### src/rtl/lsu_pkg.sv
// Shared encodings for the load/store unit: access sizes, FSM states and big-endian lane select.
package lsu_pkg;

    localparam logic [1:0] SZ_BYTE = 2'b00;
    localparam logic [1:0] SZ_HALF = 2'b01;
    localparam logic [1:0] SZ_WORD = 2'b10;

    typedef enum logic [1:0] {
        ST_IDLE   = 2'd0,
        ST_ACCESS = 2'd1,
        ST_MERGE  = 2'd2
    } lsuState_e;

    // Bit position of the lane's LSB inside the word; byte offset 0 is the most significant lane.
    function automatic logic [4:0] laneShift(input logic [1:0] size, input logic [1:0] offset);
        logic [4:0] shift;
        shift = 5'd0;
        case (size)
            SZ_BYTE: shift = {~offset, 3'b000};
            SZ_HALF: shift = {~offset[1], 4'b0000};
            default: shift = 5'd0;
        endcase
        return shift;
    endfunction

endpackage

### src/rtl/lsu_lane_mux.sv
// Lane steering: extracts and extends a load lane, and splices store data into a read word.
module lsu_lane_mux
    import lsu_pkg::*;
(
    input  logic [31:0] word,
    input  logic [1:0]  size,
    input  logic [1:0]  offset,
    input  logic        isUnsigned,
    input  logic [31:0] storeData,
    output logic [31:0] loadData,
    output logic [31:0] mergedData
);

    logic [4:0]  shift;
    logic [31:0] shifted;
    logic [31:0] mask;

    always_comb begin
        shift   = laneShift(size, offset);
        shifted = word >> shift;
        case (size)
            SZ_BYTE: begin
                loadData = {{24{~isUnsigned & shifted[7]}}, shifted[7:0]};
                mask     = 32'h0000_00ff << shift;
            end
            SZ_HALF: begin
                loadData = {{16{~isUnsigned & shifted[15]}}, shifted[15:0]};
                mask     = 32'h0000_ffff << shift;
            end
            default: begin
                loadData = word;
                mask     = 32'hffff_ffff;
            end
        endcase
        mergedData = (word & ~mask) | ((storeData << shift) & mask);
    end

endmodule

### src/rtl/load_store_unit.sv
// MEM-stage load/store unit driving a word-wide data memory; sub-word stores use read-modify-write.
// Define LSU_MISALIGN_TRAP_EN to flag misaligned half/word accesses instead of force-aligning them.
module load_store_unit
    import lsu_pkg::*;
#(
    parameter int unsigned ADDR_W = 32,
    parameter int unsigned DATA_W = 32
) (
    input  logic              clk,
    input  logic              reset,
    input  logic              in_valid,
    input  logic              in_mem_read,
    input  logic              in_mem_write,
    input  logic [1:0]        in_size,
    input  logic              in_unsigned,
    input  logic [ADDR_W-1:0] in_address,
    input  logic [DATA_W-1:0] in_store_data,
    input  logic [4:0]        in_rd,
    input  logic              in_reg_write,
    output logic              stall,
    output logic              memWrite,
    output logic [ADDR_W-1:0] mem_address,
    output logic [DATA_W-1:0] mem_write_data,
    input  logic [DATA_W-1:0] mem_read_data,
    output logic              wb_valid,
    output logic [DATA_W-1:0] wb_data,
    output logic [4:0]        wb_rd,
    output logic              wb_reg_write,
    output logic              wb_misaligned
);

    lsuState_e         state;
    logic              reqMemRead, reqMemWrite, reqUnsigned, reqRegWrite, reqMisaligned;
    logic [1:0]        reqSize, reqOffset;
    logic [ADDR_W-1:0] reqAddress;
    logic [DATA_W-1:0] reqStoreData, mergeBuf;
    logic [4:0]        reqRd;

    logic              inMisaligned;
    logic [1:0]        inOffset;
    logic              accept, reqLoad, reqWordStore, reqSubStore;
    logic [DATA_W-1:0] laneWord, loadData, mergedData;

    always_comb begin
`ifdef LSU_MISALIGN_TRAP_EN
        inOffset     = in_address[1:0];
        inMisaligned = (in_mem_read || in_mem_write) &&
                       ((in_size == SZ_HALF && in_address[0]) ||
                        (in_size == SZ_WORD && in_address[1:0] != 2'b00));
`else
        inMisaligned = 1'b0;
        case (in_size)
            SZ_BYTE: inOffset = in_address[1:0];
            SZ_HALF: inOffset = {in_address[1], 1'b0};
            default: inOffset = 2'b00;
        endcase
`endif
    end

    // A flagged misaligned request behaves like a bubble on the memory port.
    assign reqLoad      = reqMemRead && !reqMisaligned;
    assign reqWordStore = reqMemWrite && !reqMisaligned && !(reqSize == SZ_BYTE || reqSize == SZ_HALF);
    assign reqSubStore  = reqMemWrite && !reqMisaligned && (reqSize == SZ_BYTE || reqSize == SZ_HALF);

    assign stall          = (state == ST_ACCESS) && reqSubStore;
    assign accept         = in_valid && !stall;
    assign memWrite       = ((state == ST_ACCESS) && reqWordStore) || (state == ST_MERGE);
    assign mem_address    = {reqAddress[ADDR_W-1:2], 2'b00};
    assign mem_write_data = (state == ST_MERGE) ? mergedData : reqStoreData;
    assign laneWord       = (state == ST_MERGE) ? mergeBuf : mem_read_data;

    lsu_lane_mux u_laneMux (
        .word       (laneWord),
        .size       (reqSize),
        .offset     (reqOffset),
        .isUnsigned (reqUnsigned),
        .storeData  (reqStoreData),
        .loadData   (loadData),
        .mergedData (mergedData)
    );

    always_ff @(posedge clk or posedge reset) begin
        if (reset) begin
            state         <= ST_IDLE;
            reqMemRead    <= 1'b0;
            reqMemWrite   <= 1'b0;
            reqUnsigned   <= 1'b0;
            reqRegWrite   <= 1'b0;
            reqMisaligned <= 1'b0;
            reqSize       <= 2'b00;
            reqOffset     <= 2'b00;
            reqAddress    <= '0;
            reqStoreData  <= '0;
            reqRd         <= 5'd0;
            mergeBuf      <= '0;
            wb_valid      <= 1'b0;
            wb_data       <= '0;
            wb_rd         <= 5'd0;
            wb_reg_write  <= 1'b0;
            wb_misaligned <= 1'b0;
        end else begin
            if (accept) begin
                reqMemRead    <= in_mem_read;
                reqMemWrite   <= in_mem_write;
                reqUnsigned   <= in_unsigned;
                reqRegWrite   <= in_reg_write;
                reqMisaligned <= inMisaligned;
                reqSize       <= in_size;
                reqOffset     <= inOffset;
                reqAddress    <= in_address;
                reqStoreData  <= in_store_data;
                reqRd         <= in_rd;
            end
            if (state == ST_ACCESS && reqSubStore) begin
                mergeBuf <= mem_read_data;
            end

            // Every request retires to WB at the end of its ACCESS cycle, stores included.
            wb_valid <= (state == ST_ACCESS);
            if (state == ST_ACCESS) begin
                wb_rd         <= reqRd;
                wb_misaligned <= reqMisaligned;
                wb_reg_write  <= reqRegWrite && !reqMemWrite && !reqMisaligned;
                if (reqLoad) begin
                    wb_data <= loadData;
                end else if (reqMemRead || reqMemWrite) begin
                    wb_data <= '0;
                end else begin
                    wb_data <= DATA_W'(reqAddress);
                end
            end

            case (state)
                ST_IDLE:   state <= accept ? ST_ACCESS : ST_IDLE;
                ST_ACCESS: begin
                    if (reqSubStore) begin
                        state <= ST_MERGE;
                    end else begin
                        state <= accept ? ST_ACCESS : ST_IDLE;
                    end
                end
                ST_MERGE:  state <= accept ? ST_ACCESS : ST_IDLE;
                default:   state <= ST_IDLE;
            endcase
        end
    end

endmodule

### config.mk
export PLATFORM = sky130hd
export DESIGN_NAME = load_store_unit
export DESIGN_NICKNAME = d
export VERILOG_FILES = /design/src/rtl/lsu_pkg.sv /design/src/rtl/lsu_lane_mux.sv /design/src/rtl/load_store_unit.sv
export SDC_FILE = /design/constraint.sdc
export NUM_CORES = 1
export LEC_CHECK = 0
export CAP_MARGIN = 20
export CELL_PAD_IN_SITES_DETAIL_PLACEMENT = 1
export CELL_PAD_IN_SITES_GLOBAL_PLACEMENT = 1
export CORE_MARGIN = 2
export CORE_UTILIZATION = 37
export DETAILED_ROUTE_END_ITERATION = 8
export GPL_ROUTABILITY_DRIVEN = 0
export GPL_TIMING_DRIVEN = 0
export PLACE_DENSITY_LB_ADDON = 0.1
export SYNTH_ARGS = -nofsm -noshare
export SYNTH_HDL_FRONTEND = slang
export SYNTH_SLANG_ARGS = --single-unit
### constraint.sdc
create_clock -name clk -period 7.25 [get_ports clk]
set_input_delay 1.45 -clock clk [delete_from_list [all_inputs] [get_ports clk]]
set_output_delay 1.45 -clock clk [all_outputs]
set_load 0.02 [all_outputs]
==> reports/metrics.cfg <==
[outcome]
outcome=completed

[worst_setup_path]
setup.worst_path.start_class=flop
r2r-start=state[1]
worst-setup-path-type=reg -> out
arrival_ps=3470
rrSetupSlack_ps=4750
critPathLaunch=state[0]
cp-end-kind=output pin
worstPathRequired_ps=5800
endpoint=mem_write_data[10]
cp_max_fo=10
r2r_cells=9
rr_endpoint=reqStoreData[3]

[logic_synthesis]
synth_common_cells=dfrtp_1 (150), mux2_2 (117), nand2_1 (66)
yosys.area.top_type=dfrtp_1
synth_ff_type=dfrtp_1
synth_top_family_by_area=multiplexers
netlist_area_um2=7868
synth-simple-area-share=0.08906
synth_most_common_cell=dfrtp_1
synthXorXnorAreaFrac=0
synth.top_cell.area_share=0.4771
yosysSeqAreaShare=0.4771
syn_avg_cell_area_um2=10.66
synth_area_leaders=dfrtp_1 (48%), mux2_2 (17%), mux2i_1 (3.7%)
synthAdderAreaFrac=0
synth_compound_area_frac=0.1559
async_flop_share=1.000
yosys_warnings=0
synth.area.mux_share=0.2072
synthCells=738
ys_types=46
ys_seq_elements=150
synth_enable_flop_cells=0

[cells_and_area]
fin_util=0.5214
nets=1082
syn_to_final_growth_pct=38.87
drive_gt1_frac=0.2244
n_antenna_cell=0
nFillCells=2328
seq_area_um2=3754
multiInputGateArea_um2=3568

[detailed_routing]
vias=6594
drcViolationCount=0
first_pass_iters=5
routed_wl_mm=26.91
viasPerCell=5.233
wire_per_inst_um=21.36
ant_nets=0
dr.first_iter.drc_count=376

[clocking]
htree_levels=4
cts_setup_buffers=0
holdBufCountCts=0
clockRootBuffer=clkbuf_16
clkSinkCount=150
post_cts_resized=0
clkSlewWorstSetupHoldPaths_ps=70
cts_made_buffers=17
cts.path.max_buffers=2
clk_latency_ps=440
cts_tree=built

[grt]
grt_pass1_vias=6774
antenna_found_initial=0
grt_usage=0.2433
overflow=0
grt_pass1_wl_mm=40.64
grt_max_degree=83

[sta]
maxSlewViolCount=0
finalWorstSetupSlack_ps=2333
hold_violations=0
setup-violations-final=0
slew_headroom=0.2483
tightestPinTransition_ps=1121
fin_worst_hold_slack_ps=461.1
finalClockSkew_ps=10.60
fin_crit_ps=4917
rsz0062_at_grt=no
max_freq_mhz=203.4
post-route-period-util=0.6782

[place]
dp_hpwl_mm=20.65
portBuffers=212
pre_cts_ws_ps=2887

[floorplanning]
pin_count=216
start_util=0.3754
rows=53
coreArea_um2=20960
dieArea_um2=22450
die_w_um=149.8
fp.dieH_um=149.8

[worst_hold_path]
hp-class=reg -> reg

[power]
fin_total_pwr_uw=3285
p_leak_uw=0.004619
p_per_area_nw_per_um2=300.6
ir_drop_uv=183.4

[run]
drv_cap=0

## per-layer routing
metal,global-route usage,vias to the layer above,share of wire
li1,-,3086,-
met3,0.04329,27,0.052
met4,0.07500,0,0.018
met2,0.3961,214,0.47
met1,0.3309,3267,0.46
met5,0,-,0
## flip-flops by register name (all words and copies together) (netlist names)
name / count
mergeBuf: 32
reqAddress: 32
reqMemRead: 1
reqMemWrite: 1
reqOffset: 2
reqRd: 5
reqRegWrite: 1
reqSize: 2
reqStoreData: 32
reqUnsigned: 1
state: 2
wb_data: 32
wb_rd: 5
wb_reg_write: 1
wb_valid: 1
## power by group
group / internal, uW / switching [uW] / total (uW) / leakage, uW
registers: 1060 / 177 / 1230 / 0.00178
logic: 596 / 620 / 1220 / 0.00258
clock network: 444 / 392 / 835 / 0.000254
## cells in the final DEF, fill, tap and decap left out, types with 3 or more instances in the layout
cell type / n
inv_1: 12
o22ai_1: 22
clkinvlp_4: 5
a222oi_1: 7
and2_1: 3
buf_6: 4
clkbuf_1: 26
o2bb2ai_1: 4
dfrtp_1: 150
a22oi_1: 6
inv_6: 3
o21ai_0: 37
nand2b_1: 17
clkinv_4: 5
conb_1: 3
buf_1: 5
a211oi_1: 12
a221oi_1: 7
mux2i_1: 29
mux2_2: 117
nor2_1: 57
clkdlybuf4s50_1: 212
a221oi_2: 6
o21a_1: 12
clkbuf_16: 17
a31oi_1: 7
buf_4: 35
nor2b_1: 5
nand2_1: 66
buf_2: 16
a221o_1: 7
a21oi_1: 45
## logic make-up (layout without fill, tap and decap cells)
group	count (synthesis)	after routing
flops	150	150
simple gates	159	159
buf+inv	99	344
compound gates	182	182
mux	147	147
other cells	1	3
## through the flow
stage / setup TNS [ps] / cell area (um^2) / cells
floorplan: 0 / 7875 / 740
global route: 0 / 10930 / 1260
detailed placement: 0 / 10380 / 1228
CTS: 0 / 10930 / 1260
global placement: -95570 / 10340 / 1227
finish: 0 / 10930 / 1260
## how the worst min path moves through the flow
| stage | startpoint | to | slack (ps) | cells past startpoint |
|---|---|---|---|---|
| after floorplan | reqRd[0] | wb_rd[0] | 430 | 2 |
| after global placement | reqRd[4] | wb_rd[4] | 440 | 2 |
| after detailed placement | reqRd[3] | wb_rd[3] | 450 | 2 |
| after CTS | reqRd[3] | wb_rd[3] | 470 | 2 |
| after global routing | reqRd[4] | wb_rd[4] | 500 | 2 |
| final | reqRd[3] | wb_rd[3] | 460 | 2 |
## layout make-up
class,instances,share of cell area
inverters,13,0.005153
clock buffers,17,0.03894
clock inverters,15,0.01134
repair buffers,213,0.1967
well taps,275,0.03149
flip-flops and latches,150,0.3436
multi-input cells,491,0.3266
plain buffers,86,0.04615
## worst max-delay path: stages, from the launching register on
cell,delay [ps]
dfrtp_1,380
nand2b_1,170
buf_6,160
buf_4,190
buf_2,230
a211oi_1,940
nor2_1,70
a21oi_1,220
clkdlybuf4s50_1,640
Power figures use the tool's default switching activity.
